$ cat src/rtl/fetch_pc_queue_if.sv
// Fetch front-end bundle: memory request/response, redirect/interrupt, decode side.
// The master modport belongs to the fetch unit; the slave modport belongs to its environment
// (instruction memory, branch unit, interrupt controller and decode).
interface fetch_pc_queue_if #(
  parameter int XLEN  = 32,
  parameter int DEV_W = 6
);
  // memory request / response
  logic              mem_req_valid;
  logic              mem_req_ready;
  logic [XLEN-1:0]   mem_req_addr;
  logic              mem_rsp_valid;
  logic [XLEN-1:0]   mem_rsp_data;
  // control-flow changes
  logic              redirect;
  logic [XLEN-1:0]   redirect_addr;
  logic              irq_req;
  logic [XLEN-1:0]   csr_mtvec;
  logic [DEV_W-1:0]  device_id;
  logic              irq_ack;
  // decode side
  logic              out_valid;
  logic              out_ready;
  logic [XLEN-1:0]   out_pc;
  logic [XLEN-1:0]   out_instr;
  logic [XLEN-1:0]   out_next_pc;

  modport master (
    output mem_req_valid, mem_req_addr, irq_ack,
    output out_valid, out_pc, out_instr, out_next_pc,
    input  mem_req_ready, mem_rsp_valid, mem_rsp_data,
    input  redirect, redirect_addr, irq_req, csr_mtvec, device_id,
    input  out_ready
  );

  modport slave (
    input  mem_req_valid, mem_req_addr, irq_ack,
    input  out_valid, out_pc, out_instr, out_next_pc,
    output mem_req_ready, mem_rsp_valid, mem_rsp_data,
    output redirect, redirect_addr, irq_req, csr_mtvec, device_id,
    output out_ready
  );
endinterface

$ cat src/rtl/fetch_pc_queue.sv
// Purpose: PC generator plus in-order prefetch queue feeding decode, with branch/interrupt redirect.
// Latency: redirect -> new request 1 cycle; memory response -> out_valid 1 cycle.
// Backpressure: queued + outstanding fetches capped at DEPTH; a stalled decode only stops new requests.
module fetch_pc_queue #(
  parameter int              XLEN      = 32,
  parameter int              DEPTH     = 4,
  parameter int              ISR_SHIFT = 3,
  parameter int              DEV_W     = 6,
  parameter logic [XLEN-1:0] RESET_PC  = '0
) (
  input logic             clk,
  input logic             rst_n,
  fetch_pc_queue_if.master bus
);

  localparam int PTR_W = (DEPTH > 1) ? $clog2(DEPTH) : 1;
  localparam int CNT_W = PTR_W + 1;
  // Stale responses can pile up across back-to-back redirects while memory is slow,
  // so the discard counter gets headroom beyond a single queue's worth.
  localparam int DROP_W = CNT_W + 4;
  localparam logic [CNT_W:0] DEPTH_C = (CNT_W + 1)'(DEPTH);

  typedef struct packed {
    logic [XLEN-1:0] pc;
    logic [XLEN-1:0] instr;
  } entry_t;

  // architectural state
  logic [XLEN-1:0]   fetch_pc;   // address of the next request to issue
  logic [XLEN-1:0]   rsp_pc;     // address of the oldest live outstanding request
  logic [CNT_W-1:0]  outst;      // live requests accepted but not yet answered
  logic [DROP_W-1:0] drop;       // responses still to be discarded after a flush
  logic [CNT_W-1:0]  q_cnt;
  logic [PTR_W-1:0]  rd_ptr;
  logic [PTR_W-1:0]  wr_ptr;
  entry_t            q_mem [DEPTH];

  // per-cycle decisions
  logic              take_irq;
  logic              flush;
  logic [CNT_W:0]    inflight;
  logic              req_vld;
  logic              req_acc;
  logic              rsp_drop;
  logic              rsp_keep;
  logic              push;
  logic              pop;
  logic              head_vld;
  logic [XLEN-1:0]   vec_addr;
  logic [XLEN-1:0]   tgt_raw;
  logic [XLEN-1:0]   tgt_pc;
  entry_t            head;
  entry_t            wr_ent;

  // Decide issue, redirect and queue movements for this cycle. rst_n gates the
  // combinational outputs so they sit at their reset values while reset is held.
  always_comb begin
    take_irq = rst_n && bus.irq_req && !bus.redirect;
    flush    = bus.redirect || take_irq;
    inflight = {1'b0, q_cnt} + {1'b0, outst};
    req_vld  = rst_n && (inflight < DEPTH_C) && !flush;
    req_acc  = req_vld && bus.mem_req_ready;
    rsp_drop = bus.mem_rsp_valid && (drop != '0);
    rsp_keep = bus.mem_rsp_valid && (drop == '0);
    // A response landing in a flush cycle belongs to the old path.
    push     = rsp_keep && !flush;
    head_vld = (q_cnt != '0);
    pop      = head_vld && bus.out_ready;
    vec_addr = bus.csr_mtvec + (XLEN'(bus.device_id) << ISR_SHIFT);
    tgt_raw  = bus.redirect ? bus.redirect_addr : vec_addr;
    tgt_pc   = {tgt_raw[XLEN-1:2], 2'b00};
    head     = q_mem[rd_ptr];
    wr_ent.pc    = rsp_pc;
    wr_ent.instr = bus.mem_rsp_data;
  end

  // Fetch PC: redirect beats interrupt beats sequential advance.
  always_ff @(posedge clk or negedge rst_n) begin
    if (!rst_n) begin
      fetch_pc <= RESET_PC;
    end else if (flush) begin
      fetch_pc <= tgt_pc;
    end else if (req_acc) begin
      fetch_pc <= fetch_pc + XLEN'(4);
    end
  end

  // PC tag for returning instructions; restarts at the new target on a flush
  // because every older response will be discarded.
  always_ff @(posedge clk or negedge rst_n) begin
    if (!rst_n) begin
      rsp_pc <= RESET_PC;
    end else if (flush) begin
      rsp_pc <= tgt_pc;
    end else if (push) begin
      rsp_pc <= rsp_pc + XLEN'(4);
    end
  end

  // Live outstanding count and stale-response discard count. On a flush all
  // requests still in flight (minus one answered this cycle) become stale.
  always_ff @(posedge clk or negedge rst_n) begin
    if (!rst_n) begin
      outst <= '0;
      drop  <= '0;
    end else if (flush) begin
      outst <= '0;
      drop  <= drop + DROP_W'(outst) - DROP_W'(bus.mem_rsp_valid);
    end else begin
      outst <= outst + CNT_W'(req_acc) - CNT_W'(rsp_keep);
      if (rsp_drop) begin
        drop <= drop - DROP_W'(1);
      end
    end
  end

  // Queue pointers and occupancy; a flush empties the queue outright.
  always_ff @(posedge clk or negedge rst_n) begin
    if (!rst_n) begin
      q_cnt  <= '0;
      rd_ptr <= '0;
      wr_ptr <= '0;
    end else if (flush) begin
      q_cnt  <= '0;
      rd_ptr <= '0;
      wr_ptr <= '0;
    end else begin
      q_cnt <= q_cnt + CNT_W'(push) - CNT_W'(pop);
      if (push) begin
        wr_ptr <= wr_ptr + PTR_W'(1);
      end
      if (pop) begin
        rd_ptr <= rd_ptr + PTR_W'(1);
      end
    end
  end

  // Queue storage; contents are only observed through a valid head.
  always_ff @(posedge clk) begin
    if (push) begin
      q_mem[wr_ptr] <= wr_ent;
    end
  end

  assign bus.mem_req_valid = req_vld;
  assign bus.mem_req_addr  = fetch_pc;
  assign bus.irq_ack       = take_irq;
  assign bus.out_valid     = head_vld;
  assign bus.out_pc        = head_vld ? head.pc    : '0;
  assign bus.out_instr     = head_vld ? head.instr : '0;
  assign bus.out_next_pc   = bus.out_pc + XLEN'(4);

endmodule

$ cat src/flat_wrapper.sv
// flat-port wrapper written by rule: the top's interface ports become plain ports
module fetch_pc_queue_flat 
#(
  parameter int              XLEN      = 32,
  parameter int              DEPTH     = 4,
  parameter int              ISR_SHIFT = 3,
  parameter int              DEV_W     = 6,
  parameter logic [XLEN-1:0] RESET_PC  = '0
)
  (clk, rst_n, bus_mem_req_valid, bus_mem_req_addr, bus_irq_ack, bus_out_valid, bus_out_pc, bus_out_instr, bus_out_next_pc, bus_mem_req_ready, bus_mem_rsp_valid, bus_mem_rsp_data, bus_redirect, bus_redirect_addr, bus_irq_req, bus_csr_mtvec, bus_device_id, bus_out_ready);
  fetch_pc_queue_if #(.XLEN(XLEN), .DEV_W(DEV_W)) bus_i ();
  input logic clk;
  input logic rst_n;
  output wire logic [$bits(bus_i.mem_req_valid)-1:0] bus_mem_req_valid;
  output wire logic [$bits(bus_i.mem_req_addr)-1:0] bus_mem_req_addr;
  output wire logic [$bits(bus_i.irq_ack)-1:0] bus_irq_ack;
  output wire logic [$bits(bus_i.out_valid)-1:0] bus_out_valid;
  output wire logic [$bits(bus_i.out_pc)-1:0] bus_out_pc;
  output wire logic [$bits(bus_i.out_instr)-1:0] bus_out_instr;
  output wire logic [$bits(bus_i.out_next_pc)-1:0] bus_out_next_pc;
  input wire logic [$bits(bus_i.mem_req_ready)-1:0] bus_mem_req_ready;
  input wire logic [$bits(bus_i.mem_rsp_valid)-1:0] bus_mem_rsp_valid;
  input wire logic [$bits(bus_i.mem_rsp_data)-1:0] bus_mem_rsp_data;
  input wire logic [$bits(bus_i.redirect)-1:0] bus_redirect;
  input wire logic [$bits(bus_i.redirect_addr)-1:0] bus_redirect_addr;
  input wire logic [$bits(bus_i.irq_req)-1:0] bus_irq_req;
  input wire logic [$bits(bus_i.csr_mtvec)-1:0] bus_csr_mtvec;
  input wire logic [$bits(bus_i.device_id)-1:0] bus_device_id;
  input wire logic [$bits(bus_i.out_ready)-1:0] bus_out_ready;
  assign bus_mem_req_valid = bus_i.mem_req_valid;
  assign bus_mem_req_addr = bus_i.mem_req_addr;
  assign bus_irq_ack = bus_i.irq_ack;
  assign bus_out_valid = bus_i.out_valid;
  assign bus_out_pc = bus_i.out_pc;
  assign bus_out_instr = bus_i.out_instr;
  assign bus_out_next_pc = bus_i.out_next_pc;
  assign bus_i.mem_req_ready = bus_mem_req_ready;
  assign bus_i.mem_rsp_valid = bus_mem_rsp_valid;
  assign bus_i.mem_rsp_data = bus_mem_rsp_data;
  assign bus_i.redirect = bus_redirect;
  assign bus_i.redirect_addr = bus_redirect_addr;
  assign bus_i.irq_req = bus_irq_req;
  assign bus_i.csr_mtvec = bus_csr_mtvec;
  assign bus_i.device_id = bus_device_id;
  assign bus_i.out_ready = bus_out_ready;
  fetch_pc_queue #(.XLEN(XLEN), .DEPTH(DEPTH), .ISR_SHIFT(ISR_SHIFT), .DEV_W(DEV_W), .RESET_PC(RESET_PC)) u_core (.clk(clk), .rst_n(rst_n), .bus(bus_i));
endmodule
$ cat config.mk
export PLATFORM = sky130hd
export DESIGN_NAME = fetch_pc_queue_flat
export DESIGN_NICKNAME = d
export VERILOG_FILES = /design/src/rtl/fetch_pc_queue_if.sv /design/src/rtl/fetch_pc_queue.sv /design/src/flat_wrapper.sv
export SDC_FILE = /design/constraint.sdc
export NUM_CORES = 1
export LEC_CHECK = 0
export ABC_AREA = 1
export CAP_MARGIN = 20
export CORE_MARGIN = 1
export CORE_UTILIZATION = 25
export DETAILED_ROUTE_END_ITERATION = 10
export GPL_TIMING_DRIVEN = 0
export PLACE_DENSITY_LB_ADDON = 0.25
export SETUP_SLACK_MARGIN = 0.05
export SYNTH_ARGS = -nofsm -noshare
export SYNTH_HDL_FRONTEND = slang
export SYNTH_SLANG_ARGS = --single-unit
$ cat constraint.sdc
create_clock -name clk -period 5.7 [get_ports clk]
set_input_delay 1.14 -clock clk [delete_from_list [all_inputs] [get_ports clk]]
set_output_delay 1.14 -clock clk [all_outputs]
set_load 0.005 [all_outputs]
==> impl_metrics.yaml <==
worst_setup_path:
  crit_fanout: 10
  rrSetupSlack_ns: 2.23
  worstReg2RegEnd: "u_core.q_mem[0][5]$_DFFE_PP_"
  cp.arrival_ns: 4.20
  path_class: "flop to output pin"
  start_kind: "flop"
  r2r_cells: 9
  endpoint_kind: "output pin"
  required_ns: 4.56
  r2r_start: "u_core.drop[4]$_DFFE_PN0P_"
run:
  max_cap_viol_count: 0
synth:
  ys_ff_latch: 325
  netlist.area_leader.share_pct: 41.3
  yosys.area.top_type: "edfxtp_1"
  ys_types: 43
  syn_area_sq_um: 18000
  synthTopCellsByArea: "edfxtp_1 (41%), nand2_1 (14%), dfrtp_1 (11%), nor2_1 (6.7%), nand3_1 (4.6%)"
  synth_cells: 2201
  postSynthAreaPerCell_sq_um: 8.20
  ys_warn_count: 0
  ys_seq_area_share_pct: 51.9
power_and_ir_drop:
  ir_worst_vdd_v: 0.000193
  p_leak_nw: 9.31
  seq_power_share_pct: 34.4
  netSwitchingFraction_pct: 35.3
  power_switching_mw: 2.96
  clkPwrFrac_pct: 30.0
  pwr_density_cell_nw_per_um2: 364
  combPwrFrac_pct: 35.6
  internal_power_mw: 5.44
status:
  violations: "design-rule violations"
  status: "finished, violations left"
clocking:
  clock_path_buffers: 3
  cts-resized-gates: 0
  clk_latency_ns: 0.57
  cts_tree: "built"
  cts_sinks: 325
  cts_buffers: 39
  h-tree-depth: 2
  postCtsSetupBuffers: 0
  root_buffer: "clkbuf_16"
  ctsHoldBuffers: 0
  clk_pin_slew_ns: 0.06
grt:
  grt_max_degree: 62
  grt_pass1_wl_mm: 97.8
  grt_use_total_pct: 17.6
  overflow: 0
  grt_pass1_vias: 16000
  grt_antenna_before_repair: 0
sta:
  fmax_mhz: 187
  tightest_slew_ns: 1.03
  fin_skew_ns: 0.0203
  period_minus_slack_ns: 5.34
  hold_viol_final: 0
  fin_tns_setup_ns: 0
  setup_violations: 0
  rsz0062_at_grt: "false"
  finalCritPeriodShare_pct: 93.6
  drv_slew: 0
  slew_headroom_pct: 30.5
floorplan:
  fp.dieH_microns: 271
  rows: 98
  ioPinCount: 240
  initial_utilization_pct: 25.2
  die_area_sq_um: 73300
  die_w_microns: 271
  core-area_sq_um: 71500
detailed_routing:
  initialDrtViolationCount: 1291
  vias: 16100
  first_pass_iters: 8
  wl_per_cell_microns: 18.8
  routed_wl_mm: 65.2
  drt-vias-per-instance: 4.63
  drc: 2
  ant_nets: 0
layout:
  multi_input_area_sq_um: 7570
  layoutNonFillerInstCount: 3468
  drive_gt1_share_pct: 7.19
  regArea_sq_um: 9370
  fill_cells: 7534
  final_nets: 2633
  final_cell_area_sq_um: 23100
  syn2layout_area_growth_pct: 28.1
min_path:
  holdCritPathClass: "input pin to asynchronous set/reset pin"
place:
  port-buffer-count: 229
  placedInstanceArea_sq_um: 21800
  gp_congestion: 0.895
  dp_hpwl_mm: 49.1
  dp.cells: 3396
-- worst max-delay path, cell delays in order (launching register included) --
cell and delay (ns):
dfrtp_1 0.44, nor2_1 0.10, nand2_2 0.15, buf_2 0.34, nand3_2 0.31, inv_1 0.29
ha_1 0.38, inv_1 0.20, nor2_4 0.23, inv_2 0.08, nor2_4 0.23, nand2_1 0.11
xnor2_1 0.22, clkdlybuf4s50_1 0.55
-- layout by cell type (no fill, tap or decap), drive strengths merged, types with 28 or more instances in the layout --
master         count
clkbuf            82
o21ai            141
nand2            684
clkdlybuf4s50    228
nor2             351
ha                33
a21oi             69
edfxtp           248
dfrtp             77
buf               60
inv              191
nand3            174
nor3              40
xor2              28
-- cells by family (layout without fill, tap and decap cells) --
| logic type | after synthesis | count (layout) | share of synthesized area, % |
|---|---|---|---|
| other | 1 | 7 | 0.0208 |
| buffers and inverters | 270 | 581 | 6.36 |
| adders and majority gates | 37 | 37 | 2.73 |
| xor gates and xnor gates | 33 | 33 | 1.60 |
| AOI/OAI and AO/OA | 233 | 233 | 6.77 |
| DFF | 325 | 325 | 51.9 |
| and+or+nand+nor | 1302 | 1302 | 30.6 |
-- how the worst max path moves through the flow --
stage / startpoint / endpoint / slack [ns] / cells past startpoint
2_1_floorplan: rst_n / u_core.q_mem[0][0]$_DFFE_PP_ / 0.52 / 8
3_3_place_gp: rst_n / u_core.q_mem[1][15]$_DFFE_PP_ / -6.62 / 9
3_5_place_dp: bus_irq_req / bus_mem_req_valid / 0.27 / 9
4_1_cts: bus_irq_req / bus_mem_req_valid / 0.26 / 9
5_1_grt: bus_irq_req / bus_mem_req_valid / 0.14 / 9
6_report: u_core.q_cnt[1]$_DFF_PN0_ / bus_out_next_pc[18] / 0.36 / 13
-- per-stage QoR --
step	util [%]	power (mW)	hold slack, ns	setup WS (ns)
after floorplan	-	4.33	0.474	0.523
final	32.3	8.41	0.494	0.364
after global placement	30.1	5.93	0.559	-6.62
after CTS	32.3	8.50	0.480	0.256
after global routing	32.3	8.87	0.485	0.139
after detailed placement	30.6	5.95	0.574	0.265
-- layout make-up --
| class | count | area share [%] |
|---|---|---|
| flip-flops and latches | 325 | 40.5 |
| clock buffers | 48 | 4.37 |
| repair buffers | 240 | 11.1 |
| plain buffers | 82 | 1.89 |
| diodes | 1 | 0.0108 |
| multi-input cells | 1611 | 32.8 |
| inverters | 188 | 3.07 |
| clock inverters | 23 | 1.14 |
| well taps | 950 | 5.14 |
-- synth_stat cells --
library cell,n
nand3_1,167
edfxtp_1,248
a32oi_1,1
fa_1,4
or2_2,6
dfrtp_1,77
inv_6,1
a31oi_1,5
and3_1,2
clkinv_1,1
buf_2,23
nor4_1,2
buf_1,7
a211oi_1,1
o21bai_1,4
xor2_1,28
nor3_2,2
a21boi_0,1
inv_2,11
inv_1,175
xnor2_1,5
nand2_2,9
buf_6,3
nor3_4,1
nor2_4,11
nor2_1,321
nand3b_1,17
o211ai_1,5
conb_1,1
nand4_1,26
buf_4,12
nand3_2,7
o21ai_0,135
clkbuf_1,34
nor2_2,19
a21oi_1,68
o21ai_1,6
nor3_1,37
buf_8,3
a22oi_1,6
a21oi_2,1
nand2_1,675
ha_1,33
-- state kept, by name (all words and copies together) (netlist names) --
name,flops
u_core.q_cnt,3
u_core.outst,3
u_core.drop,7
u_core.bus.mem_req_addr,30
u_core.q_mem,248
u_core.wr_ptr,2
u_core.rsp_pc,30
u_core.rd_ptr,2
-- layer usage --
metal,routed length [microns],share of wire [%],GRT usage (%)
met2,30800,47,29.7
met1,28900,44,22.8
met5,0,0,0
met4,2100,3.2,5.90
met3,3400,5.2,2.56
-- power by group through the flow --
stage / Combinational (mW) / Sequential (mW) / Clock, mW
after floorplan: 1.48 / 2.85 / 0
after global placement: 3.00 / 2.93 / 0
after detailed placement: 3.01 / 2.93 / 0
after CTS: 3.03 / 2.89 / 2.59
after global routing: 3.28 / 2.91 / 2.68
final: 2.99 / 2.89 / 2.52
Power figures use the tool's default switching activity.
